`config.mk`:
```
export PLATFORM = sky130hd
export DESIGN_NAME = lfsr_rr_server
export DESIGN_NICKNAME = d
export VERILOG_FILES = /design/src/rtl/lfsr_pkg.sv /design/src/rtl/lfsr_step_core.sv /design/src/rtl/lfsr_rr_server.sv
export SDC_FILE = /design/constraint.sdc
export NUM_CORES = 1
export LEC_CHECK = 0
export BUFFER_PORTS_ARGS = -buffer_cell sky130_fd_sc_hd__buf_2
export CORE_MARGIN = 5
export CORE_UTILIZATION = 50
export CTS_BUF_LIST = sky130_fd_sc_hd__clkbuf_8 sky130_fd_sc_hd__clkbuf_16
export CTS_CLUSTER_SIZE = 28
export DETAILED_ROUTE_END_ITERATION = 10
export PLACE_DENSITY = 0.83
export SLEW_MARGIN = 20
export SYNTH_ARGS = -nofsm -noshare
export SYNTH_HDL_FRONTEND = slang
export SYNTH_SLANG_ARGS = --single-unit
```
`constraint.sdc`:
```
create_clock -name clk -period 4.9 [get_ports clk]
set_input_delay 0.245 -clock clk [delete_from_list [all_inputs] [get_ports clk]]
set_output_delay 0.245 -clock clk [all_outputs]
set_load 0.01 [all_outputs]
```
`src/rtl/lfsr_pkg.sv`:
```
// lfsr_pkg -- shared definitions for the 8-bit Fibonacci LFSR and its
// round-robin server.
//   LFSR_W      : LFSR/data width (polynomial is fixed, so only 8 works)
//   LFSR_TAPS   : tap mask for x^8+x^6+x^5+x^4+1 (taps r[7], r[5], r[4], r[3])
//   srv_state_e : server FSM states
//   lfsr_next() : one LFSR step including the all-zero escape
package lfsr_pkg;

    localparam int         LFSR_W    = 8;
    localparam logic [7:0] LFSR_TAPS = 8'hB8;

    typedef enum logic {
        WARM = 1'b0,
        RUN  = 1'b1
    } srv_state_e;

    // Zero is a lock-up state for an XOR LFSR; force it onto the sequence.
    function automatic logic [LFSR_W-1:0] lfsr_next(input logic [LFSR_W-1:0] r);
        if (r == '0) begin
            return 8'h01;
        end
        return {r[LFSR_W-2:0], ^(r & LFSR_TAPS)};
    endfunction

endpackage

```
`src/rtl/lfsr_step_core.sv`:
```
// lfsr_step_core -- LFSR register with step and load enables.
//   clk, rst_n : clock, async active-low reset (register clears to 0)
//   step_en    : advance one LFSR step
//   load_en    : load load_val (wins over step_en)
//   load_val   : value to load
//   lfsr_q     : current register value
//   lfsr_nxt   : value the register takes on its next step
module lfsr_step_core
    import lfsr_pkg::*;
(
    input  logic              clk,
    input  logic              rst_n,
    input  logic              step_en,
    input  logic              load_en,
    input  logic [LFSR_W-1:0] load_val,
    output logic [LFSR_W-1:0] lfsr_q,
    output logic [LFSR_W-1:0] lfsr_nxt
);

    assign lfsr_nxt = lfsr_next(lfsr_q);

    always_ff @(posedge clk or negedge rst_n) begin
        if (!rst_n) begin
            lfsr_q <= '0;
        end else if (load_en) begin
            lfsr_q <= load_val;
        end else if (step_en) begin
            lfsr_q <= lfsr_nxt;
        end
    end

endmodule

```
`src/rtl/lfsr_rr_server.sv`:
```
// lfsr_rr_server -- hands out one fresh LFSR word per grant, round-robin
// between N_REQ level requesters, with seed load and post-reset warm-up.
//   clk, rst_n : clock, async active-low reset
//   i_req      : per-requester level request
//   i_seed_we  : seed load strobe (restarts warm-up)
//   i_seed     : seed value sampled with i_seed_we
//   o_gnt      : registered one-hot grant pulse
//   o_data     : registered random word belonging to o_gnt
//   o_ready    : high while the server is in RUN
module lfsr_rr_server
    import lfsr_pkg::*;
#(
    parameter int WIDTH  = 8,
    parameter int N_REQ  = 4,
    parameter int WARMUP = 0
) (
    input  logic             clk,
    input  logic             rst_n,
    input  logic [N_REQ-1:0] i_req,
    input  logic             i_seed_we,
    input  logic [WIDTH-1:0] i_seed,
    output logic [N_REQ-1:0] o_gnt,
    output logic [WIDTH-1:0] o_data,
    output logic             o_ready
);

    localparam int PW = $clog2(N_REQ);
    localparam int CW = 8;

    srv_state_e       state_q, state_d;
    logic [CW-1:0]    warm_cnt_q, warm_cnt_d;
    logic [PW-1:0]    ptr_q, ptr_d;
    logic [N_REQ-1:0] gnt_d;
    logic [WIDTH-1:0] data_d;
    logic             lfsr_step, lfsr_load;
    logic [WIDTH-1:0] lfsr_q, lfsr_nxt;
    logic [PW-1:0]    winner;

    // First set bit at or after ptr+1, modulo N_REQ. The scan runs from the
    // farthest candidate to the nearest so the nearest hit is kept last.
    // The pointer itself is the farthest candidate (lowest priority).
    function automatic logic [PW-1:0] rr_pick(input logic [N_REQ-1:0] req,
                                              input logic [PW-1:0]    ptr);
        logic [PW-1:0] pick;
        int            idx;
        pick = ptr;
        for (int k = N_REQ; k >= 1; k--) begin
            idx = (int'(ptr) + k) % N_REQ;
            if (req[idx]) begin
                pick = PW'(idx);
            end
        end
        return pick;
    endfunction

    assign winner  = rr_pick(i_req, ptr_q);
    assign o_ready = (state_q == RUN);

    lfsr_step_core u_core (
        .clk      (clk),
        .rst_n    (rst_n),
        .step_en  (lfsr_step),
        .load_en  (lfsr_load),
        .load_val (i_seed),
        .lfsr_q   (lfsr_q),
        .lfsr_nxt (lfsr_nxt)
    );

    // Seed load beats warm-up, warm-up beats grants. The LFSR only moves on
    // a grant, a warm-up step or a load, so every grant gets a fresh word.
    always_comb begin
        state_d    = state_q;
        warm_cnt_d = warm_cnt_q;
        ptr_d      = ptr_q;
        gnt_d      = '0;
        data_d     = o_data;
        lfsr_step  = 1'b0;
        lfsr_load  = 1'b0;
        if (i_seed_we) begin
            lfsr_load  = 1'b1;
            warm_cnt_d = '0;
            state_d    = WARM;
        end else if (state_q == WARM) begin
            if (warm_cnt_q == CW'(WARMUP)) begin
                state_d = RUN;
            end else begin
                lfsr_step  = 1'b1;
                warm_cnt_d = warm_cnt_q + 8'd1;
            end
        end else if (|i_req) begin
            gnt_d[winner] = 1'b1;
            data_d        = lfsr_nxt;
            lfsr_step     = 1'b1;
            ptr_d         = winner;
        end
    end

    always_ff @(posedge clk or negedge rst_n) begin
        if (!rst_n) begin
            state_q    <= WARM;
            warm_cnt_q <= '0;
            ptr_q      <= PW'(N_REQ - 1);
            o_gnt      <= '0;
            o_data     <= '0;
        end else begin
            state_q    <= state_d;
            warm_cnt_q <= warm_cnt_d;
            ptr_q      <= ptr_d;
            o_gnt      <= gnt_d;
            o_data     <= data_d;
        end
    end

endmodule

```
# ---- Word-level counts from Yosys, hierarchy flattened
# Cells that the tools add are included.
dict set report totals {
  register_bits 31
  inputBits 15
  output_inout_bits 13
  wordCells 73
}
dict set report op_classes {
  addsub 5
  magnitude_cmp 6
  eq_ne 2
  muxes 37
  bitwise 5
  reduce_logical 12
}
# op n
set ops {}
lappend ops {{8-bit two-way mux} 7}
lappend ops {{1-bit two-way mux} 18}
lappend ops {{8-bit zero test} 2}
lappend ops {{3-bit by 4-bit less-than comparator with 1-bit output, second input constant} 4}
lappend ops {{4-bit two-way mux} 3}
lappend ops {{8-bit by 1-bit adder with 8-bit output, second input constant} 1}
lappend ops {{1-bit binary-select mux with 2-bit select} 4}
lappend ops {{2-bit two-way mux} 4}
lappend ops {{2-bit OR reduction} 4}
lappend ops {{8-bit XOR reduction} 1}
lappend ops {{2-bit by 1-bit adder with 2-bit output, second input constant} 2}
lappend ops {{2-bit adder, second input constant} 2}
lappend ops {{1-bit AND, first input constant} 4}
lappend ops {{2-bit inequality test, second input constant} 2}
lappend ops {{4-bit OR reduction} 1}
lappend ops {{2-bit by 3-bit less-than comparator with 1-bit output, second input constant} 1}
lappend ops {{3-bit AND reduction} 1}
lappend ops {{1-bit demux with 2-bit select} 1}
lappend ops {{2-bit by 1-bit >= comparator with 1-bit output, second input constant} 1}
lappend ops {{2-bit AND reduction} 1}
lappend ops {{2-bit nonzero test} 1}
lappend ops {{1-bit logical AND} 1}
lappend ops {{1-bit inverter} 1}

# ---- Longest topological paths before layout
# Gate-level depths: netlist (run 1).
dict set report logic_depth {
  ltp_word 17
  depth_mapped 6
  ltp_nobuf 6
}

# ---- Modules after synthesis
# Synthesis (run 1) repeated with hierarchy kept, for this count alone.
dict set report unflattened {
  cells_unflattened 147
  hier_area_um2 1616.6
}
# module n_inst cells_each area_each_um2 seq_area_each_um2
set modules_own_cells {}
lappend modules_own_cells {lfsr_rr_server 1 96 1124.8 578.1}
lappend modules_own_cells {lfsr_step_core 1 51 491.7 200.2}

# ---- Worst setup path after synthesis (run 1)
# Ideal clock, no wire load.
dict set report synth_path {
  kind {reg-to-reg}
  start {register warm_cnt_q[3]}
  end {register u_core.lfsr_q[0]}
  setup_ns 0.125
  arrival_ns 1.570
  t_required_ns 4.775
  slack_ns 3.205
  stages_incl_launch_ff 5
  path_buffers 0
  synth_period_minus_slack_ns 1.695
  path_cell_list {dfrtp_1 > nor4_4 > nand4b_2 > a21oi_4 > mux2_4}
}
dict set report synth_via {
  elab_chain_cells 5
}
# element line
set synth_lines {}
lappend synth_lines {{from (decl)} lfsr_rr_server.sv:31} ;# logic [CW-1:0] warm_cnt_q, warm_cnt_d;
lappend synth_lines {{from (signal assigned)} lfsr_rr_server.sv:107} ;# warm_cnt_q <= warm_cnt_d;
lappend synth_lines {{8-bit zero test} lfsr_rr_server.sv:84} ;# if (warm_cnt_q == CW'(WARMUP)) begin
lappend synth_lines {{1-bit two-way mux} lfsr_rr_server.sv:84}
lappend synth_lines {{1-bit two-way mux} lfsr_rr_server.sv:83} ;# end else if (state_q == WARM) begin
lappend synth_lines {{1-bit two-way mux} lfsr_rr_server.sv:79} ;# if (i_seed_we) begin
lappend synth_lines {{2-bit nonzero test (no line)} -}
lappend synth_lines {{to (signal assigned)} lfsr_step_core.sv:26} ;# lfsr_q <= load_val;
lappend synth_lines {{to (signal assigned)} lfsr_step_core.sv:28} ;# lfsr_q <= lfsr_nxt;
lappend synth_lines {{to (decl)} lfsr_step_core.sv:16} ;# output logic [LFSR_W-1:0] lfsr_q,
# Every way passes these cells.
# A chain may end at the register's enable or synchronous reset.

# ---- Final worst setup path (run 1)
# Ends and elaborated chain as after synthesis.

==> results of run 1 <==
==> kinds of logic after synthesis <==
kind of cell / after synthesis / synth area share (%)
XOR/XNOR: 8 / 4.50
buffers and inverters: 11 / 2.81
AND/OR/NAND/NOR: 45 / 16.9
multiplexers: 21 / 16.2
flip-flops: 31 / 50.0
adder cells (fa/ha/maj): 3 / 2.41
AO/OA/AOI/OAI: 15 / 7.15
==> how the worst max path moves through the flow <==
stage | from | endpoint | slack (ns) | cells past startpoint
detailed placement | i_seed_we | o_data[4] | 3.00 | 3
CTS | warm_cnt_q[3] | u_core.lfsr_q[0] | 3.03 | 4
global placement | i_req[1] | u_core.lfsr_q[2] | 3.03 | 5
floorplan | warm_cnt_q[3] | u_core.lfsr_q[0] | 3.20 | 4
finish | warm_cnt_q[3] | u_core.lfsr_q[0] | 3.05 | 4
global route | o_ready | o_gnt[0] | 2.86 | 3
==> cell usage after synthesis <==
master and number:
sky130_fd_sc_hd__nand4b_2 1, sky130_fd_sc_hd__nor3b_1 1, sky130_fd_sc_hd__nor2_1 19, sky130_fd_sc_hd__dfstp_2 2, sky130_fd_sc_hd__and3b_1 1, sky130_fd_sc_hd__a31oi_1 1
sky130_fd_sc_hd__a22o_1 1, sky130_fd_sc_hd__ha_1 3, sky130_fd_sc_hd__dfrtp_1 29, sky130_fd_sc_hd__and3_2 1, sky130_fd_sc_hd__xor2_1 5, sky130_fd_sc_hd__o31ai_1 1
sky130_fd_sc_hd__a22oi_1 1, sky130_fd_sc_hd__nor2b_1 1, sky130_fd_sc_hd__a311oi_1 1, sky130_fd_sc_hd__buf_2 2, sky130_fd_sc_hd__and4b_1 1, sky130_fd_sc_hd__mux2_4 6
sky130_fd_sc_hd__a211o_1 1, sky130_fd_sc_hd__nand3b_1 1, sky130_fd_sc_hd__a21oi_1 3, sky130_fd_sc_hd__mux2_2 10, sky130_fd_sc_hd__nand4b_1 2, sky130_fd_sc_hd__and2_1 1
sky130_fd_sc_hd__or3_1 2, sky130_fd_sc_hd__nor3b_2 1, sky130_fd_sc_hd__a211oi_1 1, sky130_fd_sc_hd__nand3_1 5, sky130_fd_sc_hd__a21oi_4 1, sky130_fd_sc_hd__mux2i_1 5
sky130_fd_sc_hd__nor4_1 2, sky130_fd_sc_hd__xnor2_1 3, sky130_fd_sc_hd__nand2b_1 1, sky130_fd_sc_hd__a21bo_2 1, sky130_fd_sc_hd__nor3_1 1, sky130_fd_sc_hd__nor4_4 1
sky130_fd_sc_hd__o21ai_0 3, sky130_fd_sc_hd__nand2_1 3, sky130_fd_sc_hd__inv_1 8, sky130_fd_sc_hd__clkbuf_1 1
==> metrics by stage <==
step                      utilization, %  hold WS (ns)  instances  power (mW)  cell area [µm²]
after global routing                60.6        0.0678        210       0.769             1830
after CTS                           60.6        0.0194        210       0.731             1830
after floorplan                        -       -0.0506        134       0.450             1560
after detailed placement            57.3         0.320        202       0.513             1730
final                               60.6       0.00721        210       0.721             1830
after global placement              57.3         0.300        202       0.505             1730
==> power groups by stage <==
stage / clock [mW] / combinational, mW / sequential, mW
floorplan: 0 / 0.0986 / 0.351
global placement: 0 / 0.162 / 0.343
detailed placement: 0 / 0.167 / 0.346
CTS: 0.219 / 0.169 / 0.343
global route: 0.233 / 0.185 / 0.351
finish: 0.213 / 0.166 / 0.342
==> critical path: cells and delay by family, from the launching register on <==
family,cells,cell delay (ns)
simple gates,2,0.55
flops,1,0.45
compound gates,1,0.40
mux,1,0.34
==> flip-flops by register name, indices dropped and copies added, names as in the netlist <==
name           cells
ptr_q              2
u_core.lfsr_q      8
warm_cnt_q         8
o_gnt              4
o_data             8
o_ready            1
==> area by class of cell <==
| cell class | count | area [µm²] | share of cell area (%) |
|---|---|---|---|
| flip-flops and latches | 31 | 778 | 42.4 |
| multi-input cells | 92 | 736 | 40.1 |
| repair buffers | 27 | 135 | 7.37 |
| clock buffers | 7 | 96.3 | 5.25 |
| well taps | 44 | 55.1 | 3.00 |
| inverters | 8 | 30.0 | 1.64 |
| clock inverters | 1 | 3.75 | 0.205 |
==> routing by layer <==
metal  routed length, µm  vias to the layer above
met2                1430                       36
met5                   0                        -
met1                1300                      528
met4                  53                        0
met3                 223                        5
li1                    -                      533
==> cells in the final DEF (no fill, tap or decap), types with 3 or more instances in the layout <==
master,Yosys,final
sky130_fd_sc_hd__mux2i_1,5,5
sky130_fd_sc_hd__ha_1,3,3
sky130_fd_sc_hd__mux2_2,10,10
sky130_fd_sc_hd__nand3_1,5,5
sky130_fd_sc_hd__dfrtp_1,29,29
sky130_fd_sc_hd__mux2_4,6,6
sky130_fd_sc_hd__nor2_1,19,19
sky130_fd_sc_hd__xor2_1,5,5
sky130_fd_sc_hd__o21ai_0,3,3
sky130_fd_sc_hd__clkbuf_8,0,7
sky130_fd_sc_hd__inv_1,8,9
sky130_fd_sc_hd__nand2_1,3,3
sky130_fd_sc_hd__buf_2,2,27
sky130_fd_sc_hd__xnor2_1,3,3
sky130_fd_sc_hd__a21oi_1,3,3
==> report_table.html, run 1 <==
<table>
<tr><th>Metric</th><th>Value</th></tr>
<tr><th colspan="2">Pwr</th></tr>
<tr><td>Clock share of power</td><td>29.5%</td></tr>
<tr><td>IR drop worst, VDD</td><td>0.000254 V</td></tr>
<tr><td>Part of the power in registers</td><td>47.5%</td></tr>
<tr><td>Leakage power</td><td>0.863 nW</td></tr>
<tr><td>Net switching power</td><td>0.203 mW</td></tr>
<tr><td>Power per cell area</td><td>393 nW/µm²</td></tr>
<tr><td>Combinational share of power</td><td>23.0%</td></tr>
<tr><td>Switching Share</td><td>28.1%</td></tr>
<tr><td>Internal Dissipation</td><td>0.518 mW</td></tr>
<tr><th colspan="2">Outcome</th></tr>
<tr><td>Result of the run</td><td>complete, no violations</td></tr>
<tr><th colspan="2">GRT</th></tr>
<tr><td>Grt met3 use</td><td>6.29%</td></tr>
<tr><td>Most Used Layer, Global Route</td><td>met2</td></tr>
<tr><td>Maximum number of pins on one net before global-route repair</td><td>32</td></tr>
<tr><td>Vias in the first global route</td><td>~1200</td></tr>
<tr><td>Global route total overflow</td><td>0</td></tr>
<tr><td>GR Util All Layers</td><td>16.4%</td></tr>
<tr><td>First-pass GRT wire length</td><td>5310 µm</td></tr>
<tr><td>Initial antenna violation count</td><td>0</td></tr>
<tr><td>Global-route track usage on met2</td><td>26.5%</td></tr>
<tr><td>Met1 GRT Util</td><td>19.6%</td></tr>
<tr><th colspan="2">STA</th></tr>
<tr><td>Unrepaired setup endpoints after global routing</td><td>no</td></tr>
<tr><td>Maximum clock skew at final layout</td><td>0.00353 ns</td></tr>
<tr><td>Post-layout minimum cycle time</td><td>1.85 ns</td></tr>
<tr><td>Portion of the clock cycle consumed by the worst path in the final layout</td><td>between 30% and 40%</td></tr>
<tr><td>Hold violation total from the final report</td><td>0</td></tr>
<tr><td>Total negative setup slack</td><td>0 ns</td></tr>
<tr><td>Count of endpoints failing setup in the final report</td><td>0</td></tr>
<tr><td>Final Slew Violations</td><td>0</td></tr>
<tr><td>Relative slew margins</td><td>36.0%</td></tr>
<tr><td>Final Worst Setup Slack</td><td>3.05 ns</td></tr>
<tr><td>Slew of the pin with the lowest slew margin</td><td>0.955 ns</td></tr>
<tr><td>Upper clock frequency limit</td><td>540 MHz</td></tr>
<tr><th colspan="2">Setup path</th></tr>
<tr><td>Endpoint class of the critical path</td><td>register</td></tr>
<tr><td>Data required time of the worst path</td><td>around 5 ns</td></tr>
<tr><td>Cell count of the worst reg-to-reg path</td><td>4</td></tr>
<tr><td>Startpoint of the worst register-to-register path</td><td>warm_cnt_q[3]</td></tr>
<tr><td>Cell-by-cell trace of the critical path</td><td>nor4_4 -&gt; nand4b_2 -&gt; a21oi_4 -&gt; mux2_4</td></tr>
<tr><td>Highest cell delay on the worst timing path</td><td>0.45 ns</td></tr>
<tr><td>Worst path slowest cell</td><td>sky130_fd_sc_hd__dfrtp_1</td></tr>
<tr><td>Critical Path Fanout Max</td><td>8</td></tr>
<tr><td>CP startpoint kind</td><td>register</td></tr>
<tr><td>Flop2flop setup slack</td><td>slightly above 3 ns</td></tr>
<tr><td>CP Class</td><td>reg -&gt; reg</td></tr>
<tr><td>Arrival time worst endpoint</td><td>2.01 ns</td></tr>
<tr><td>End of the worst register-to-register path</td><td>u_core.lfsr_q[0]</td></tr>
<tr><th colspan="2">Drt</th></tr>
<tr><td>Post-route DRC violation count</td><td>0</td></tr>
<tr><td>Post-detailed-route count of antenna-violating nets</td><td>0</td></tr>
<tr><td>Wire length reported by the detailed router</td><td>3010 µm</td></tr>
<tr><td>Post-detailed-route via-to-cell ratio</td><td>between 5 and 6</td></tr>
<tr><td>DR WL/cell</td><td>between 10 and 15 µm</td></tr>
<tr><td>DRT iter0 DRCs</td><td>23</td></tr>
<tr><td>Detailed-router iteration count before antenna repair</td><td>4</td></tr>
<tr><td>Via total after detailed routing</td><td>1102</td></tr>
<tr><th colspan="2">Placement</th></tr>
<tr><td>Buffers added on ports</td><td>27</td></tr>
<tr><td>GP Congestion</td><td>0.862</td></tr>
<tr><td>Sum of net half-perimeters after detailed placement</td><td>roughly 2200 µm</td></tr>
<tr><td>Setup Slack @ Placement</td><td>3.00 ns</td></tr>
<tr><th colspan="2">Synthesis</th></tr>
<tr><td>Count of synthesis-stage warnings from yosys</td><td>0</td></tr>
<tr><td>Fraction of synthesized cell area taken by the top area cell type</td><td>46.6%</td></tr>
<tr><td>Synthesized area per cell</td><td>between 10 and 15 µm²</td></tr>
<tr><td>Largest cells by area after synthesis</td><td>sky130_fd_sc_hd__dfrtp_1 (47%), sky130_fd_sc_hd__mux2_2 (7.2%), sky130_fd_sc_hd__mux2_4 (5.8%), sky130_fd_sc_hd__nor2_1 (4.6%), sky130_fd_sc_hd__dfstp_2 (3.4%)</td></tr>
<tr><td>Area of the mapped netlist</td><td>1560 µm²</td></tr>
<tr><td>Library cell with the largest summed area after synthesis</td><td>sky130_fd_sc_hd__dfrtp_1</td></tr>
<tr><td>Cells after Synth</td><td>roughly 130</td></tr>
<tr><td>Sequential element share of the synthesized area</td><td>about half</td></tr>
<tr><td>Flip-flop and latch count after synthesis</td><td>31</td></tr>
<tr><td>Post-synthesis cell type count</td><td>40</td></tr>
<tr><td>Net Count, Synth</td><td>about 150</td></tr>
<tr><th colspan="2">Clock tree</th></tr>
<tr><td>Clock slew at reported path FFs</td><td>roughly 0.06 ns</td></tr>
<tr><td>Clk Latency, worst-skew pair</td><td>between 0.2 and 0.3 ns</td></tr>
<tr><td>Count of instances resized after the clock tree is built</td><td>0</td></tr>
<tr><td>Post-CTS Repair Setup Buffers</td><td>0</td></tr>
<tr><td>Number of clock sinks</td><td>31</td></tr>
<tr><td>CTS tree</td><td>yes</td></tr>
<tr><td>Clk root buf</td><td>sky130_fd_sc_hd__clkbuf_8</td></tr>
<tr><td>Inserted Clock Buffers</td><td>5</td></tr>
<tr><td>H-tree levels</td><td>2</td></tr>
<tr><td>Cts hold-fix bufs</td><td>0</td></tr>
<tr><td>Clk buf depth</td><td>2</td></tr>
<tr><th colspan="2">Floorplanning</th></tr>
<tr><td>Horiz. Die Dim</td><td>65.8 µm</td></tr>
<tr><td>Vertical die dimension</td><td>65.8 µm</td></tr>
<tr><td>Std-Cell Rows</td><td>20</td></tr>
<tr><td>Core ar.</td><td>3030 µm²</td></tr>
<tr><td>Effective utilization at floorplan</td><td>51.4%</td></tr>
<tr><td>Floorplan die area</td><td>between 4000 and 5000 µm²</td></tr>
<tr><td># IOs</td><td>28</td></tr>
<tr><th colspan="2">Cells and area</th></tr>
<tr><td>Fill cell total of the finished layout</td><td>260</td></tr>
<tr><td>Number of antenna repair diodes</td><td>0</td></tr>
<tr><td>Synth-to-layout area growth</td><td>17.8%</td></tr>
<tr><td>Total number of nets in the final design</td><td>between 150 and 200</td></tr>
<tr><td>Fraction of final layout cells sized beyond drive strength 1</td><td>a little over a third</td></tr>
<tr><th colspan="2">Min path</th></tr>
<tr><td>Type of the most critical hold path</td><td>in -&gt; async</td></tr>
<tr><th colspan="2">Run</th></tr>
<tr><td>Max-capacitance violation count</td><td>0</td></tr>
</table>
Note: power is estimated with default switching activity, not from simulation.
==> run 2, diff against run 1 <==
--- a/config.mk
+++ b/config.mk
@@ -7,11 +7,11 @@
 export LEC_CHECK = 0
 export BUFFER_PORTS_ARGS = -buffer_cell sky130_fd_sc_hd__buf_2
 export CORE_MARGIN = 5
-export CORE_UTILIZATION = 50
+export CORE_UTILIZATION = 49
 export CTS_BUF_LIST = sky130_fd_sc_hd__clkbuf_8 sky130_fd_sc_hd__clkbuf_16
 export CTS_CLUSTER_SIZE = 28
 export DETAILED_ROUTE_END_ITERATION = 10
-export PLACE_DENSITY = 0.83
+export PLACE_DENSITY = 0.84
 export SLEW_MARGIN = 20
 export SYNTH_ARGS = -nofsm -noshare
 export SYNTH_HDL_FRONTEND = slang
==> constraint.sdc (replaced) <==
create_clock -name clk -period 1.7 [get_ports clk]
set_input_delay 0.085 -clock clk [delete_from_list [all_inputs] [get_ports clk]]
set_output_delay 0.085 -clock clk [all_outputs]
set_load 0.01 [all_outputs]
==> run 2 against run 1 <==
Against the previous run: power grew to 2.9 times the previous value; utilization is 3.7 points higher; fmax is 11% higher; register-to-register slack worse by 3.0 ns; first-iteration DRC count is 39% higher; critical path depth is 1 higher; sequential power grew to 2.9 times the previous value; setup slack worse by 3.0 ns; flip-flop and latch count stayed put; worst hold slack better by 0.12 ns; global-route usage is 0.18 points lower; clock-buffer cell count stayed put; critical endpoint is now u_core.lfsr_q[1]; largest cell class unchanged; largest power group unchanged.
==> report_table.html, run 2 (synthesis results as in run 1) <==
<table>
<tr><th>Metric</th><th>Value</th></tr>
<tr><th colspan="2">Outcome</th></tr>
<tr><td>Result of the run</td><td>complete, no violations</td></tr>
<tr><th colspan="2">Cells and area</th></tr>
<tr><td>Leading cell type in the layout, fill and taps excluded</td><td>sky130_fd_sc_hd__dfrtp_1</td></tr>
<tr><td>Commonest non-fill, non-tap cells in the layout</td><td>sky130_fd_sc_hd__dfrtp_1 (29), sky130_fd_sc_hd__buf_2 (27), sky130_fd_sc_hd__nor2_1 (18)</td></tr>
<tr><td>Fraction of final layout cells sized beyond drive strength 1</td><td>40.2%</td></tr>
<tr><td>Synth-to-layout area growth</td><td>26.0%</td></tr>
<tr><td>Number of antenna repair diodes</td><td>0</td></tr>
<tr><td>Total number of nets in the final design</td><td>196</td></tr>
<tr><td>Registers with the most flip-flops</td><td>o_data: 8 flops, u_core.lfsr_q: 8 flops, warm_cnt_q: 8 flops</td></tr>
<tr><td>Final instance area</td><td>just under 2000 µm²</td></tr>
<tr><td>Fill cell total of the finished layout</td><td>254</td></tr>
<tr><th colspan="2">STA</th></tr>
<tr><td>Slew of the pin with the lowest slew margin</td><td>approximately 0.67 ns</td></tr>
<tr><td>Final Worst Setup Slack</td><td>approximately 0.031 ns</td></tr>
<tr><td>Worst hold margin</td><td>about 0.13 ns</td></tr>
<tr><td>Relative slew margins</td><td>55.5%</td></tr>
<tr><td>Portion of the clock cycle consumed by the worst path in the final layout</td><td>98.1%</td></tr>
<tr><td>Unrepaired setup endpoints after global routing</td><td>yes</td></tr>
<tr><td>Hold violation total from the final report</td><td>0</td></tr>
<tr><td>Maximum clock skew at final layout</td><td>0.00453 ns</td></tr>
<tr><td>Total negative setup slack</td><td>0 ns</td></tr>
<tr><td>Count of endpoints failing setup in the final report</td><td>0</td></tr>
<tr><td>Post-layout minimum cycle time</td><td>1.67 ns</td></tr>
<tr><td>Final Slew Violations</td><td>0</td></tr>
<tr><td>Upper clock frequency limit</td><td>599 MHz</td></tr>
<tr><th colspan="2">Clock tree</th></tr>
<tr><td>Number of clock sinks</td><td>31</td></tr>
<tr><td>Clk Latency, worst-skew pair</td><td>0.27 ns</td></tr>
<tr><td>CTS tree</td><td>yes</td></tr>
<tr><td>Clk root buf</td><td>sky130_fd_sc_hd__clkbuf_8</td></tr>
<tr><td>H-tree levels</td><td>2</td></tr>
<tr><td>Inserted Clock Buffers</td><td>5</td></tr>
<tr><td>Clk buf depth</td><td>2</td></tr>
<tr><td>Clock slew at reported path FFs</td><td>about 0.060 ns</td></tr>
<tr><th colspan="2">Setup path</th></tr>
<tr><td>Endpoint class of the critical path</td><td>register</td></tr>
<tr><td>CP Class</td><td>reg -&gt; reg</td></tr>
<tr><td>CP startpoint kind</td><td>register</td></tr>
<tr><td>Arrival time worst endpoint</td><td>1.82 ns</td></tr>
<tr><td>End of the worst register-to-register path</td><td>u_core.lfsr_q[1]</td></tr>
<tr><td>Critical Path Fanout Max</td><td>7</td></tr>
<tr><td>Beginning of the critical path</td><td>warm_cnt_q[7]</td></tr>
<tr><td>Flop2flop setup slack</td><td>0.03 ns</td></tr>
<tr><td>Cell count of the worst reg-to-reg path</td><td>5</td></tr>
<tr><td>Startpoint of the worst register-to-register path</td><td>warm_cnt_q[7]</td></tr>
<tr><td>Data required time of the worst path</td><td>about 1.9 ns</td></tr>
<tr><th colspan="2">Placement</th></tr>
<tr><td>GP Congestion</td><td>0.842</td></tr>
<tr><td>Sum of net half-perimeters after detailed placement</td><td>between 2000 and 2500 µm</td></tr>
<tr><td>Setup Slack @ Placement</td><td>-0.0189 ns</td></tr>
<tr><td>Buffers added on ports</td><td>27</td></tr>
<tr><td>Placed Area</td><td>1790 µm²</td></tr>
<tr><th colspan="2">Drt</th></tr>
<tr><td>Via total after detailed routing</td><td>1153</td></tr>
<tr><td>DR WL/cell</td><td>roughly 14 µm</td></tr>
<tr><td>DRT iter0 DRCs</td><td>32</td></tr>
<tr><td>Post-route DRC violation count</td><td>0</td></tr>
<tr><td>Post-detailed-route count of antenna-violating nets</td><td>0</td></tr>
<tr><td>Wire length reported by the detailed router</td><td>3150 µm</td></tr>
<tr><td>Post-detailed-route via-to-cell ratio</td><td>5.17</td></tr>
<tr><td>Detailed-router iteration count before antenna repair</td><td>4</td></tr>
<tr><th colspan="2">GRT</th></tr>
<tr><td>Vias in the first global route</td><td>1233</td></tr>
<tr><td>Maximum number of pins on one net before global-route repair</td><td>32</td></tr>
<tr><td>GR Util All Layers</td><td>between 10% and 20%</td></tr>
<tr><td>First-pass GRT wire length</td><td>5360 µm</td></tr>
<tr><td>Initial antenna violation count</td><td>0</td></tr>
<tr><td>Global route total overflow</td><td>0</td></tr>
<tr><th colspan="2">Pwr</th></tr>
<tr><td>Power per cell area</td><td>1070 nW/µm²</td></tr>
<tr><td>Part of the power in registers</td><td>47.1%</td></tr>
<tr><td>Clock share of power</td><td>29.0%</td></tr>
<tr><td>IR drop worst, VDD</td><td>0.000812 V</td></tr>
<tr><td>Power consumption</td><td>2.09 mW</td></tr>
<tr><td>Switching Share</td><td>28.0%</td></tr>
<tr><td>Combinational share of power</td><td>23.9%</td></tr>
<tr><td>Leakage power</td><td>0.939 nW</td></tr>
<tr><td>Net switching power</td><td>a little under 0.6 mW</td></tr>
<tr><td>Internal Dissipation</td><td>1.51 mW</td></tr>
<tr><th colspan="2">Run</th></tr>
<tr><td>Max-capacitance violation count</td><td>0</td></tr>
<tr><th colspan="2">Min path</th></tr>
<tr><td>Start point of the worst hold path</td><td>i_seed[4]</td></tr>
<tr><td>Destination of the worst hold path</td><td>u_core.lfsr_q[4]</td></tr>
<tr><td>Type of the most critical hold path</td><td>in -&gt; reg</td></tr>
<tr><td>Number of instances on the worst hold path</td><td>3</td></tr>
<tr><th colspan="2">Floorplanning</th></tr>
<tr><td># IOs</td><td>28</td></tr>
<tr><td>Horiz. Die Dim</td><td>66.4 µm</td></tr>
<tr><td>Floorplan die area</td><td>between 4000 and 5000 µm²</td></tr>
<tr><td>Effective utilization at floorplan</td><td>about half</td></tr>
<tr><td>Std-Cell Rows</td><td>20</td></tr>
<tr><td>Core ar.</td><td>3050 µm²</td></tr>
<tr><td>Vertical die dimension</td><td>66.4 µm</td></tr>
</table>
## run 2: cell count changes in the layout (fill, tap and decap cells not counted), sizes merged
cell         delta
dlygate4sd3     +1
buf            +12
## run 2: what timing repair did
action | in CTS | in global routing
hold endpoints to repair | 29 | 0
hold buffers | 1 | 0
gates resized for setup | 0 | 3
pin swaps | 1 | 4
endpoints found under the setup margin | 8 | 9
setup buffers | 1 | 3
## run 2: layer usage
metal	share of wire (%)	routed length (µm)	track usage [%]	up-vias
li1	-	-	-	555
met3	6.8	214	6.12	2
met4	0.79	25	4.82	0
met1	42	1320	18.0	553
met2	51	1600	28.5	43
met5	0	0	0	-
## run 2: power groups by stage
stage / registers (mW) / clock network (mW) / logic [mW]
floorplan: 1.01 / 0 / 0.284
global placement: 0.984 / 0 / 0.471
detailed placement: 0.994 / 0 / 0.490
CTS: 0.984 / 0.627 / 0.500
global route: 1.01 / 0.679 / 0.557
finish: 0.986 / 0.607 / 0.500
## run 2: area by class of cell
cell class	instances	area, µm²	share of cell area, %
multi-input combinational	92	752	38.3
tap	44	55.1	2.80
timing repair buffer	40	248	12.6
inverter	8	30.0	1.53
clock inverter	1	3.75	0.191
clock buffer	7	96.3	4.91
sequential	31	778	39.6
## run 2: worst max-delay path, stage by stage (launching register included)
cell	delay [ns]
sky130_fd_sc_hd__dfrtp_1	0.42
sky130_fd_sc_hd__nor4_4	0.35
sky130_fd_sc_hd__nand4b_4	0.14
sky130_fd_sc_hd__a21oi_4	0.19
sky130_fd_sc_hd__buf_12	0.15
sky130_fd_sc_hd__mux2_4	0.30
## run 2: worst max path at each step
stage | endpoint | slack [ns]
2_1_floorplan | u_core.lfsr_q[0] | 0.005
3_3_place_gp | u_core.lfsr_q[2] | 0.05
3_5_place_dp | u_core.lfsr_q[5] | -0.02
4_1_cts | u_core.lfsr_q[0] | 0.02
5_1_grt | u_core.lfsr_q[2] | -0.04
6_report | u_core.lfsr_q[1] | 0.03
## run 2: through the flow
| step | utilization (%) | cells |
|---|---|---|
| after CTS | 63.0 | 220 |
| after global placement | 58.8 | 210 |
| after floorplan | - | 134 |
| after global routing | 64.3 | 223 |
| after detailed placement | 58.8 | 210 |
| final | 64.3 | 223 |
